$ cat src/rtl/apb_req_arbiter_pkg.sv
// apb_arb_pkg: FSM state encoding, index-width helper and default timeout shared by apb_req_arbiter
package apb_arb_pkg;
  typedef enum logic [1:0] {IDLE = 2'b00, SETUP = 2'b10, ACCESS = 2'b11} state_e;
  localparam int TIMEOUT_CYC_DEF = 16;
  function automatic int idx_w(input int n);
    return (n <= 2) ? 1 : $clog2(n);
  endfunction
endpackage

$ cat src/rtl/apb_req_arbiter_if.sv
// apb_req_arbiter_if: requester-side handshake and APB bus signals; master = arbiter view, slave = requesters/APB slave view
interface apb_req_arbiter_if #(
  parameter int NREQ = 2,
  parameter int AW = 32,
  parameter int DW = 32
);
  logic [NREQ-1:0] req_valid;
  logic [NREQ-1:0] req_write;
  logic [NREQ*AW-1:0] req_addr;
  logic [NREQ*DW-1:0] req_wdata;
  logic [NREQ-1:0] req_ready;
  logic [NREQ-1:0] rsp_valid;
  logic [DW-1:0] rsp_rdata;
  logic rsp_err;
  logic psel;
  logic penable;
  logic [AW-1:0] paddr;
  logic pwrite;
  logic [DW-1:0] pwdata;
  logic [DW-1:0] prdata;
  logic pready;
  modport master (
    input req_valid, req_write, req_addr, req_wdata, prdata, pready,
    output req_ready, rsp_valid, rsp_rdata, rsp_err, psel, penable, paddr, pwrite, pwdata
  );
  modport slave (
    output req_valid, req_write, req_addr, req_wdata, prdata, pready,
    input req_ready, rsp_valid, rsp_rdata, rsp_err, psel, penable, paddr, pwrite, pwdata
  );
endinterface

$ cat src/rtl/apb_req_arbiter_rr.sv
// apb_rr_arbiter: one-hot rotate-priority pick of the first valid requester at or after the pointer
module apb_rr_arbiter import apb_arb_pkg::*; #(
  parameter int NREQ = 2,
  parameter int IW = idx_w(NREQ)
) (
  input  logic [NREQ-1:0] valid_i,
  input  logic [IW-1:0]   ptr_i,
  output logic [NREQ-1:0] gnt_o,
  output logic [IW-1:0]   idx_o,
  output logic            any_o
);
  logic [IW-1:0] j;
  // Scan from farthest to nearest so the requester closest to the pointer wins
  always_comb begin
    gnt_o = '0;
    idx_o = '0;
    j = '0;
    for (int k = NREQ - 1; k >= 0; k--) begin
      j = IW'((int'(ptr_i) + k) % NREQ);
      if (valid_i[j]) begin
        gnt_o = NREQ'(1) << j;
        idx_o = j;
      end
    end
  end
  assign any_o = |valid_i;
endmodule

$ cat src/rtl/apb_req_arbiter.sv
// apb_req_arbiter: round-robin APB master front-end for NREQ requesters; APB_ARB_TIMEOUT_EN adds an ACCESS wait-state timeout abort
module apb_req_arbiter import apb_arb_pkg::*; #(
  parameter int NREQ = 2,
  parameter int AW = 32,
  parameter int DW = 32,
  parameter int TIMEOUT_CYC = TIMEOUT_CYC_DEF
) (
  input logic pclk,
  input logic preset,
  apb_req_arbiter_if.master bus
);
  localparam int IW = idx_w(NREQ);
  if (NREQ < 2 || NREQ > 8 || TIMEOUT_CYC < 2) begin : g_bad_param
    $error("apb_req_arbiter: NREQ must be 2..8 and TIMEOUT_CYC at least 2");
  end
  state_e state_q, state_d;
  logic [IW-1:0] ptr_q, g_q, pick_idx;
  logic [NREQ-1:0] cand, pick, rsp_valid_q;
  logic arb_pt, accept, done, abort, any;
  logic [AW-1:0] paddr_q;
  logic pwrite_q;
  logic [DW-1:0] pwdata_q, rsp_rdata_q;
  // The requester whose transfer is on the bus cannot win again before its response
  assign cand = bus.req_valid & ~((state_q == IDLE) ? {NREQ{1'b0}} : (NREQ'(1) << g_q));
  apb_rr_arbiter #(.NREQ(NREQ), .IW(IW)) u_rr (
    .valid_i(cand),
    .ptr_i(ptr_q),
    .gnt_o(pick),
    .idx_o(pick_idx),
    .any_o(any)
  );
`ifdef APB_ARB_TIMEOUT_EN
  localparam int CW = $clog2(TIMEOUT_CYC) + 1;
  logic [CW-1:0] cnt_q;
  logic rsp_err_q;
  assign abort = state_q == ACCESS && !bus.pready && cnt_q == CW'(TIMEOUT_CYC - 1);
  assign bus.rsp_err = rsp_err_q;
  // Wait-state counter is zero on ACCESS entry and counts pready-low cycles
  always_ff @(posedge pclk or negedge preset)
    if (!preset) begin
      cnt_q <= '0;
      rsp_err_q <= 1'b0;
    end else begin
      cnt_q <= (state_q == ACCESS && !bus.pready) ? cnt_q + 1'b1 : '0;
      rsp_err_q <= abort;
    end
`else
  assign abort = 1'b0;
  assign bus.rsp_err = 1'b0;
`endif
  // Arbitration points are IDLE or a completing ACCESS; a pending request skips the IDLE bubble
  always_comb begin
    arb_pt = state_q == IDLE || (state_q == ACCESS && bus.pready);
    accept = arb_pt && any;
    done = state_q == ACCESS && (bus.pready || abort);
    state_d = accept ? SETUP : (state_q == SETUP) ? ACCESS : (state_q == ACCESS && !done) ? ACCESS : IDLE;
  end
  assign bus.req_ready = accept ? pick : '0;
  assign bus.psel = state_q != IDLE;
  assign bus.penable = state_q == ACCESS;
  assign bus.paddr = paddr_q;
  assign bus.pwrite = pwrite_q;
  assign bus.pwdata = pwdata_q;
  assign bus.rsp_valid = rsp_valid_q;
  assign bus.rsp_rdata = rsp_rdata_q;
  // State, pointer, captured payload and registered response
  always_ff @(posedge pclk or negedge preset)
    if (!preset) begin
      state_q <= IDLE;
      ptr_q <= '0;
      g_q <= '0;
      paddr_q <= '0;
      pwrite_q <= 1'b0;
      pwdata_q <= '0;
      rsp_valid_q <= '0;
      rsp_rdata_q <= '0;
    end else begin
      state_q <= state_d;
      if (accept) begin
        g_q <= pick_idx;
        ptr_q <= IW'((int'(pick_idx) + 1) % NREQ);
        paddr_q <= bus.req_addr[pick_idx*AW +: AW];
        pwrite_q <= bus.req_write[pick_idx];
        pwdata_q <= bus.req_wdata[pick_idx*DW +: DW];
      end
      rsp_valid_q <= done ? NREQ'(1) << g_q : '0;
      if (abort) rsp_rdata_q <= '0;
      else if (done && !pwrite_q) rsp_rdata_q <= bus.prdata;
    end
endmodule
$ cat src/flat_wrapper.sv
// flat-port wrapper written by rule: the top's interface ports become plain ports
module apb_req_arbiter_flat import apb_arb_pkg::*;
#(
  parameter int NREQ = 2,
  parameter int AW = 32,
  parameter int DW = 32,
  parameter int TIMEOUT_CYC = TIMEOUT_CYC_DEF
)
  (pclk, preset, bus_req_valid, bus_req_write, bus_req_addr, bus_req_wdata, bus_prdata, bus_pready, bus_req_ready, bus_rsp_valid, bus_rsp_rdata, bus_rsp_err, bus_psel, bus_penable, bus_paddr, bus_pwrite, bus_pwdata);
  apb_req_arbiter_if #(.NREQ(NREQ), .AW(AW), .DW(DW)) bus_i ();
  input logic pclk;
  input logic preset;
  input wire logic [$bits(bus_i.req_valid)-1:0] bus_req_valid;
  input wire logic [$bits(bus_i.req_write)-1:0] bus_req_write;
  input wire logic [$bits(bus_i.req_addr)-1:0] bus_req_addr;
  input wire logic [$bits(bus_i.req_wdata)-1:0] bus_req_wdata;
  input wire logic [$bits(bus_i.prdata)-1:0] bus_prdata;
  input wire logic [$bits(bus_i.pready)-1:0] bus_pready;
  output wire logic [$bits(bus_i.req_ready)-1:0] bus_req_ready;
  output wire logic [$bits(bus_i.rsp_valid)-1:0] bus_rsp_valid;
  output wire logic [$bits(bus_i.rsp_rdata)-1:0] bus_rsp_rdata;
  output wire logic [$bits(bus_i.rsp_err)-1:0] bus_rsp_err;
  output wire logic [$bits(bus_i.psel)-1:0] bus_psel;
  output wire logic [$bits(bus_i.penable)-1:0] bus_penable;
  output wire logic [$bits(bus_i.paddr)-1:0] bus_paddr;
  output wire logic [$bits(bus_i.pwrite)-1:0] bus_pwrite;
  output wire logic [$bits(bus_i.pwdata)-1:0] bus_pwdata;
  assign bus_i.req_valid = bus_req_valid;
  assign bus_i.req_write = bus_req_write;
  assign bus_i.req_addr = bus_req_addr;
  assign bus_i.req_wdata = bus_req_wdata;
  assign bus_i.prdata = bus_prdata;
  assign bus_i.pready = bus_pready;
  assign bus_req_ready = bus_i.req_ready;
  assign bus_rsp_valid = bus_i.rsp_valid;
  assign bus_rsp_rdata = bus_i.rsp_rdata;
  assign bus_rsp_err = bus_i.rsp_err;
  assign bus_psel = bus_i.psel;
  assign bus_penable = bus_i.penable;
  assign bus_paddr = bus_i.paddr;
  assign bus_pwrite = bus_i.pwrite;
  assign bus_pwdata = bus_i.pwdata;
  apb_req_arbiter #(.NREQ(NREQ), .AW(AW), .DW(DW), .TIMEOUT_CYC(TIMEOUT_CYC)) u_core (.pclk(pclk), .preset(preset), .bus(bus_i));
endmodule
$ cat config.mk
export PLATFORM = sky130hd
export DESIGN_NAME = apb_req_arbiter_flat
export DESIGN_NICKNAME = d
export VERILOG_FILES = /design/src/rtl/apb_req_arbiter_pkg.sv /design/src/rtl/apb_req_arbiter_if.sv /design/src/rtl/apb_req_arbiter_rr.sv /design/src/rtl/apb_req_arbiter.sv /design/src/flat_wrapper.sv
export SDC_FILE = /design/constraint.sdc
export NUM_CORES = 1
export LEC_CHECK = 0
export ABC_AREA = 1
export CAP_MARGIN = 40
export CORE_MARGIN = 4
export CORE_UTILIZATION = 43
export DETAILED_ROUTE_END_ITERATION = 16
export PLACE_DENSITY_LB_ADDON = 0.3
export SYNTH_ARGS = -nofsm -noshare
export SYNTH_HDL_FRONTEND = slang
export SYNTH_SLANG_ARGS = --single-unit
$ cat constraint.sdc
create_clock -name pclk -period 4.9 [get_ports pclk]
set_input_delay 1.47 -clock pclk [delete_from_list [all_inputs] [get_ports pclk]]
set_output_delay 1.47 -clock pclk [all_outputs]
set_load 0.02 [all_outputs]
==> results.txt, run 1 <==
- The first global-routing pass estimated 26300 um of wire.
- In the layout the commonest cells are 268 x sky130_fd_sc_hd__clkdlybuf4s50_1, 210 x sky130_fd_sc_hd__nand3_1, 103 x sky130_fd_sc_hd__dfrtp_1.
* Resized cells post-CTS: 0
- After legalization and detailed placement, the total HPWL measured 12300 um.
- Count of different cell masters after synthesis: 22
- Number of top-level pins: 271
- The critical path is of the input pin to primary output type.
- CTS tree: yes
* Synthesized area: 5120 um^2
- Of all nets on the critical path, the largest fanout is 4.
- Post-synthesis net count: 711
- Number of nets in the layout: 953
* Leakage power summed over all cells: 3.66 nW
* Clock slew at the register clock pins of the worst setup and hold paths: 0.07 ns
- Max Freq: 0.216 GHz
- Final min period: 4.62 ns
- Measured along the y axis, the die boundary spans 117 um.
* Number of rows created at floorplan: 39
- Dpl cells: 918
- Setup repair after global routing missed its margin: false
* Final Power: 5.01 mW
* Clock Latency Late Sink: 0.33 ns
* Max Clock Skew: 0.00561 ns
- In the final layout, the share of cells above drive strength 1 is 0.119.
* Count of final hold-check violations: 0
- The via count of the first global-routing pass came to 5274.
* Remaining global-route overflow: 0
* Layout overhead on the synthesized area: 58.4%
- Run status: finished clean
- In this run the deepest clock path goes through 2 buffers.
* Worst voltage drop across the vdd grid: 361 uV
- Register bit total from synthesis: 103
* Final-layout setup total negative slack: 0 ns
- Die Width: 117 um
- Number of antenna-violating nets in the routed design: 0
* Number of DRC violations after detailed-routing iteration 0: 385
* Core Box Area: 11600 um^2
* Global routing met1 resource utilization: 0.281
- Via count: 5099
* Number of antenna violations at the first check in global routing: 0
* PortBufs: 269
- At the end of routability-driven placement, the weighted congestion stood at 0.925.
* Data arrival time at the worst-slack endpoint: 3.15 ns
- Wires add up to 17500 um.
* Synth Instances: 544
- Power spread over the standard cell area amounts to 618 nW/um^2.
- WL/cell: 18.7 um
- The total count of max-transition violations in the final report was 0.
* Max-slew headroom: 0.504
- The library cell used most frequently in the layout, excluding fill and tap cells, is sky130_fd_sc_hd__clkdlybuf4s50_1.
* Hold bufs inserted after CTS: 0
- Number of antenna cells inserted: 0
* Initial standard-cell utilization of the core: 0.443
- After detailed routing, the number of remaining DRC violations is 0.
- Cts bufs inserted: 9
- Largest net degree at the start of global routing: 67
- Floorplan die area: 13700 um^2
- Sequential-to-total area share from yosys stat: 0.503
* Post-CTS Setup Bufs: 0
- The first detailed-routing pass took 5 iterations.
- Final-report setup violation count: 0
- Worst endpoint required time: 3.43 ns
- GR peak layer: met2
* Non-filler instance count after layout: 934
- Period utilisation layout: 0.943
- CTS root buffer: sky130_fd_sc_hd__clkbuf_16
- Total number of clock tree sinks: 103
- Across every metal layer, demand over resource in global routing totals 0.245.
- Sort of element at the start of the critical path: input pin
- STA classifies the critical path endpoint as a primary output.
* Fill cell instance count of the final layout: 897
- The clock tree synthesis step divided the H-tree into 3 levels.
- Grt met2 use: 0.424
* Actual slew at the worst max-slew pin: 0.744 ns
- Max-cap check violation count: 0
- Yosys warning count: 0
- Pre-CTS WS: 0.315 ns
- The worst path meets setup with 0.278 ns of slack.
* Finished Cell Area: 8120 um^2
- Dividing the detail-routed via count by the number of cells gives 5.46.
- The placed instances occupy a cell area of 7770 um^2.
- Global routing met3 resource utilization: 0.0751
* Min-delay worst type: register to register
* Average footprint of a synthesized cell: 9.42 um^2
## cell type report
type / count / area, um^2 / area share
sequential: 103 / 2580 / 0.318
multi-input combinational: 350 / 2030 / 0.250
clock inverter: 5 / 105 / 0.0129
tap: 143 / 179 / 0.0220
timing repair buffer: 281 / 2830 / 0.349
clock buffer: 11 / 243 / 0.0299
inverter: 41 / 154 / 0.0190
## layer usage
layer | up-vias | share of wire
met1 | 2421 | 0.37
met4 | 0 | 0.033
met3 | 48 | 0.11
met2 | 291 | 0.49
li1 | 2339 | -
met5 | - | 0
## through the flow
step | hold WS (ns) | utilization
after floorplan | 0.485 | -
after detailed placement | 0.478 | 0.672
after global placement | 0.471 | 0.665
final | 0.494 | 0.702
after CTS | 0.497 | 0.702
after global routing | 0.532 | 0.702
## worst max-delay path, cell delays in order
cell	delay, ns
sky130_fd_sc_hd__clkdlybuf4s50_1	0.52
sky130_fd_sc_hd__nand3_2	0.14
sky130_fd_sc_hd__nand2_4	0.11
sky130_fd_sc_hd__inv_2	0.06
sky130_fd_sc_hd__nor2_8	0.11
sky130_fd_sc_hd__nand2_1	0.09
sky130_fd_sc_hd__inv_1	0.06
sky130_fd_sc_hd__clkdlybuf4s50_1	0.59
## final timing paths
path	slack, ns	cells past startpoint	start	end
min	0.49	2	u_core.bus.rsp_rdata[31]$_DFFE_PN0P_	u_core.bus.rsp_rdata[31]$_DFFE_PN0P_
min reg2reg	0.49	2	u_core.bus.rsp_rdata[31]$_DFFE_PN0P_	u_core.bus.rsp_rdata[31]$_DFFE_PN0P_
min in group asynchronous	1.17	1	preset	u_core.bus.pwdata[5]$_DFFE_PN0P_
max	0.28	8	bus_pready	bus_req_ready[1]
max in group asynchronous	2.82	2	preset	u_core.bus.paddr[1]$_DFFE_PN0P_
max reg2reg	2.71	7	u_core.state_q[0]$_DFF_PN0_	u_core.bus.pwdata[24]$_DFFE_PN0P_
## power breakdown
part / switching, mW / leakage [nW] / internal, mW / total (mW)
Combinational: 1.52 / 2.20 / 1.20 / 2.72
Clock: 0.311 / 0.162 / 0.514 / 0.824
Sequential: 0.227 / 1.30 / 1.24 / 1.47
Total: 2.06 / 3.66 / 2.95 / 5.01
## cell usage after synthesis (all sizes together)
cell / n / share of area
inv: 41 / 0.030
dfrtp: 103 / 0.50
nand3: 264 / 0.31
or2: 1 / 0.0012
clkbuf: 2 / 0.0022
nor2: 5 / 0.0073
nand2: 45 / 0.039
conb: 1 / 0.00073
nand3b: 1 / 0.0039
o21ai: 33 / 0.032
buf: 48 / 0.070
## state kept, by name (all words and copies together), names as in the netlist
signal	count
u_core.bus.paddr	32
u_core.bus.rsp_rdata	32
u_core.bus.pwrite	1
u_core.bus.rsp_valid	2
u_core.state_q	2
u_core.g_q	1
u_core.ptr_q	1
u_core.bus.pwdata	32
## logic make-up after synthesis
| logic type | after synthesis | share of synthesized area |
|---|---|---|
| simple gates | 316 | 0.362 |
| flops | 103 | 0.503 |
| buf+inv | 91 | 0.102 |
| compound gates | 33 | 0.0322 |
| other cells | 1 | 0.000732 |
Note: power is estimated with default switching activity, not from simulation.
==> run 2, diff against run 1 <==
HOLD_SLACK_MARGIN = 0.03   (was unset)
SKIP_CTS_REPAIR_TIMING = 1   (was unset)
==> results of run 2 <==
Final layout, timing and power as in run 1 (identical DEF).
